[src/rtl/joy_msx_port.sv]
// MSX joystick port: two debounced 8-bit joystick inputs, SOCD cleaning,
// fire3 autofire, and the active-low PSG port A view of the player
// chosen by port_sel. Also exports debounced start buttons and a change pulse.
module joy_msx_port #(
    parameter logic [15:0] DEBOUNCE_CYCLES = 16'd50000,
    parameter logic [23:0] AF_DIV          = 24'd1200000
) (
    input  logic       clk,
    input  logic       reset,
    input  logic [7:0] joystick1,
    input  logic [7:0] joystick2,
    input  logic       port_sel,
    input  logic [1:0] autofire_en,
    output logic [5:0] psg_port_a,
    output logic [1:0] start_btn,
    output logic       joy_changed
);

    localparam logic [15:0] CNT_LAST = DEBOUNCE_CYCLES - 16'd1;
    localparam logic [23:0] AF_LAST  = AF_DIV - 24'd1;

    logic [1:0][7:0] joy_in;
    logic [1:0][7:0] stab;
    logic [1:0]      load;
    logic [23:0]     af_div_cnt;
    logic            af_phase;

    assign joy_in = {joystick2, joystick1};

    // Up+down or left+right together cancel out (both treated released).
    function automatic logic [7:0] clean_socd(input logic [7:0] v);
        logic [7:0] c;
        c    = v;
        c[3] = v[3] & ~v[2];
        c[2] = v[2] & ~v[3];
        c[1] = v[1] & ~v[0];
        c[0] = v[0] & ~v[1];
        return c;
    endfunction

    // DCBAUDLR (active-high) -> MSX port A layout {B, A, R, L, D, U}, active-low.
    function automatic logic [5:0] map_psg(input logic [7:0] v, input logic af_on,
                                           input logic phase);
        logic [7:0] c;
        logic       trig_a;
        c      = clean_socd(v);
        trig_a = c[4] | (af_on & c[6] & phase);
        return ~{c[5], trig_a, c[0], c[1], c[2], c[3]};
    endfunction

    for (genvar p = 0; p < 2; p++) begin : g_player
        logic [7:0]  sync_p0;
        logic [7:0]  sync_p1;
        logic [7:0]  prev_p2;
        logic [7:0]  stab_r;
        logic [15:0] cnt;
        logic        steady;
        logic        hit;

        // With a one-cycle debounce any differing sample is accepted at once.
        assign steady  = (sync_p1 == prev_p2) || (DEBOUNCE_CYCLES == 16'd1);
        assign hit     = (sync_p1 != stab_r) && steady && (cnt == CNT_LAST);
        assign load[p] = hit;
        assign stab[p] = stab_r;

        // Two-flop synchronizer plus a copy of the previous synchronized value.
        always_ff @(posedge clk or posedge reset) begin
            if (reset) begin
                sync_p0 <= 8'h00;
                sync_p1 <= 8'h00;
                prev_p2 <= 8'h00;
            end else begin
                sync_p0 <= joy_in[p];
                sync_p1 <= sync_p0;
                prev_p2 <= sync_p1;
            end
        end

        // Debounce: accept a new vector only after it has been steady long enough.
        always_ff @(posedge clk or posedge reset) begin
            if (reset) begin
                stab_r <= 8'h00;
                cnt    <= 16'd0;
            end else if (sync_p1 == stab_r) begin
                cnt <= 16'd0;
            end else if (hit) begin
                stab_r <= sync_p1;
                cnt    <= 16'd0;
            end else if (sync_p1 == prev_p2) begin
                cnt <= cnt + 16'd1;
            end else begin
                cnt <= 16'd1;
            end
        end
    end

    // Free-running autofire divider; af_phase flips on every wrap.
    always_ff @(posedge clk or posedge reset) begin
        if (reset) begin
            af_div_cnt <= 24'd0;
            af_phase   <= 1'b0;
        end else if (af_div_cnt == AF_LAST) begin
            af_div_cnt <= 24'd0;
            af_phase   <= ~af_phase;
        end else begin
            af_div_cnt <= af_div_cnt + 24'd1;
        end
    end

    // Registered outputs: selected player's port A view, start buttons, change pulse.
    always_ff @(posedge clk or posedge reset) begin
        if (reset) begin
            psg_port_a  <= 6'h3F;
            start_btn   <= 2'b00;
            joy_changed <= 1'b0;
        end else begin
            psg_port_a  <= port_sel ? map_psg(stab[1], autofire_en[1], af_phase)
                                    : map_psg(stab[0], autofire_en[0], af_phase);
            start_btn   <= {stab[1][7], stab[0][7]};
            joy_changed <= |load;
        end
    end

endmodule

[config.mk]
export PLATFORM = sky130hd
export DESIGN_NAME = joy_msx_port
export DESIGN_NICKNAME = d
export VERILOG_FILES = /design/src/rtl/joy_msx_port.sv
export SDC_FILE = /design/constraint.sdc
export NUM_CORES = 1
export LEC_CHECK = 0
export CORE_MARGIN = 10
export CORE_UTILIZATION = 35
export DETAILED_ROUTE_END_ITERATION = 16
export MAX_ROUTING_LAYER = met4
export PLACE_DENSITY = 0.55
export REMOVE_ABC_BUFFERS = 1
export SETUP_SLACK_MARGIN = 0.1
export SLEW_MARGIN = 10
export SYNTH_ARGS = -nofsm -noshare
export SYNTH_HDL_FRONTEND = slang
export SYNTH_SLANG_ARGS = --single-unit
[constraint.sdc]
create_clock -name clk -period 8.32 [get_ports clk]
set_clock_uncertainty 0.15 [all_clocks]
set_input_delay 1.664 -clock clk [delete_from_list [all_inputs] [get_ports clk]]
set_output_delay 1.664 -clock clk [all_outputs]
set_load 0.05 [all_outputs]
==> out/metrics.cfg <==
[grt]
grt_pass1_vias = 3207
grt_overflow = 0
grt_pass1_wl_um = 15970
track_usage_pct = 10.36
grtUsageMet2_pct = 14.66
globalRouteMet1Util_pct = 12.87
top_usage_layer = met2
use_met3_pct = 3.805
antenna_found_initial = 0
grt_max_degree = 74

[power_and_ir_drop]
p_leak_uw = 0.002685
total_power_uw = 1415
p_per_area_nw_per_um2 = 226.1
ir_worst_vdd_v = 0.0001582

[sta]
finalHoldViolCount = 0
slew-limit-headroom_pct = 41.95
fin_setup_tns_ns = 0
fin_crit_ns = 3.550
finalSetupViolations = 0
fin_ws_ns = 4.770
final.period_utilization_pct = 42.67
rsz0062_at_grt = false
max_freq_ghz = 0.2817
worstMarginPinSlew_ns = 0.8707
drv_slew = 0

[synthesis]
synthAdderAreaFrac_pct = 0.7280
synth_seq_cells = 130
synth_commonest_cells = dfrtp_1 (124), nor2_1 (53), xor2_1 (49)
synth-edff-count = 0
synth_ff_type = dfrtp_1
yosysTopAreaCellShare_pct = 60.18
synth_top_family_by_area = simple AND/OR/NAND/NOR gates
synth_mux_area_share_pct = 3.688
synth_area_per_cell_um2 = 12.34
yosys.cell_types.count = 38
async_flop_share_pct = 100.0
synthSimpleGateAreaFrac_pct = 15.34
synth_top_cell_by_area = dfrtp_1
synth.most_common_cell = dfrtp_1
yosys-top-cells-area = dfrtp_1 (60%), xor2_1 (8.3%), xnor2_1 (5.4%)
syn_inst = 418
synth_xor_area_share_pct = 13.76
yosysSeqAreaShare_pct = 63.24
synth_area_um2 = 5156
yosys_warnings = 0
synth_compound_area_share_pct = 1.990

[critical_path]
cp_max_fo = 1
cp_cell_sequence = clkdlybuf4s50_1
critPathRequiredTime_ns = 6.51
r2r_slack_ns = 5.95
rr_worst_depth = 5
cp-end-kind = output port
worst_path_max_delay_cell = clkdlybuf4s50_1
rr_endpoint = g_player[0].stab_r[3]
path_class = flip-flop to output port
arrival_ns = 1.74
path_delay_family = buffers and inverters
start_kind = flip-flop
crit_path_max_incr_delay_ns = 0.80
timing.critical_path.buf_inv = 1
worstReg2RegStart = g_player[0].sync_p1[2]

[clock_network]
htreeDepth = 4
clock_latency_ns = 0.42
clock_path_buffers = 2
path_clk_slew_ns = 0.06
cts_made_buffers = 17
post_cts_buffers = 0
cts.sinks = 130
cts_hold_buf = 0
cts_tree = built
clockRootBuffer = clkbuf_16
cts_resized = 0

[cells_and_area]
fin_cells = 660
final_util_pct = 43.23
drive_above_1_share_pct = 13.24
area_growth_pct = 21.38
antennaDiodeCount = 0
fillCellCount = 1335
fin_nets = 487

[floorplan]
dieHeight_um = 141.4
ios = 30
die-area_um2 = 19990
num_rows = 44
core_um2 = 14480
start_util_pct = 35.61
die_w_um = 141.4

[place]
numPlacedInstances = 628
gp_congestion = 0.7757
portBuffers = 29
place_ws_ns = 4.564
dp_hpwl_um = 6286

[route]
post_drt_wl_per_cell_um = 13.86
ant_nets = 0
first_pass_iters = 4
vias = 3064
drt-initial-drc-count = 212
route.detailed.drc = 0
via_per_inst = 4.642
routed_wl_um = 9150

[outcome]
outcome = complete, no violations

[job]
cap_violations = 0

[hold_path]
whs_path_depth = 0
worstHoldStart = g_player[0].sync_p0[2]
min_to = g_player[0].sync_p1[2]
hp-class = flip-flop to flip-flop

routing by layer:
metal  wire length [um]  up-vias  part of all wire [%]
li1                   -     1508                     -
met5                  0        -                     0
met3                326       20                   3.6
met4                201        0                   2.2
met1               4487     1498                    49
met2               4133       38                    45
sequential cells by signal, summed over array words and instances (netlist names):
signal	count
g_player.sync_p1	16
g_player.prev_p2	16
af_div_cnt	24
g_player.sync_p0	16
start_btn	2
joy_changed	1
g_player.cnt	32
af_phase	1
g_player.stab_r	16
psg_port_a	6
worst max path at each step:
stage / from / endpoint / slack, ns / cells past startpoint
floorplan: reset / af_div_cnt[0] / 3.05 / 1
global placement: reset / g_player[1].cnt[14] / 4.59 / 3
detailed placement: reset / g_player[1].cnt[3] / 4.56 / 3
CTS: psg_port_a[4] / psg_port_a[4] / 4.74 / 1
global route: psg_port_a[4] / psg_port_a[4] / 4.72 / 1
finish: psg_port_a[4] / psg_port_a[4] / 4.77 / 1
cell usage in the layout (no fill, tap or decap), types with 3 or more instances in the layout:
master,instances
dfrtp_1,124
nor2_1,53
xor2_1,49
xnor2_1,32
clkdlybuf4s50_1,29
nand3_1,23
nand2_1,20
clkbuf_16,17
nand4_1,16
mux2_2,16
inv_1,11
nor4_1,7
nor3_1,7
dfstp_2,6
and3_1,5
and4_1,4
clkinv_4,4
nor4b_1,3
nor2b_1,3
or2_2,3
a31oi_1,3
a21oi_1,3
ha_1,3
clkinvlp_4,3
clkinv_2,3
inv_6,3
area by class of cell:
type / count / area (um2) / area share (%)
flip-flops and latches: 130 / 3261 / 52.10
multi-input cells: 271 / 1831 / 29.25
clock buffers: 17 / 425.4 / 6.797
repair buffers: 31 / 305.3 / 4.878
well taps: 184 / 230.2 / 3.679
clock inverters: 15 / 158.9 / 2.539
inverters: 12 / 47.55 / 0.7597
through the flow:
step	cell area [um2]	hold slack [ns]
after global routing	6259	0.2050
after global placement	5674	0.1830
after detailed placement	5674	0.1864
final	6259	0.1967
after CTS	6259	0.1987
after floorplan	5136	0.1812
where the power goes:
part	internal (uW)	switching [uW]	leakage, uW
clock	443	283	0.000280
sequential	645	8.82	0.00166
combinational	15.2	19.9	0.000745
kinds of logic after synthesis:
| group | count (synthesis) |
|---|---|
| AO/OA/AOI/OAI | 15 |
| XOR/XNOR | 81 |
| multiplexers | 17 |
| adder cells (fa/ha/maj) | 3 |
| buffers and inverters | 17 |
| flip-flops | 130 |
| AND/OR/NAND/NOR | 155 |
Note: power is estimated with default switching activity, not from simulation.
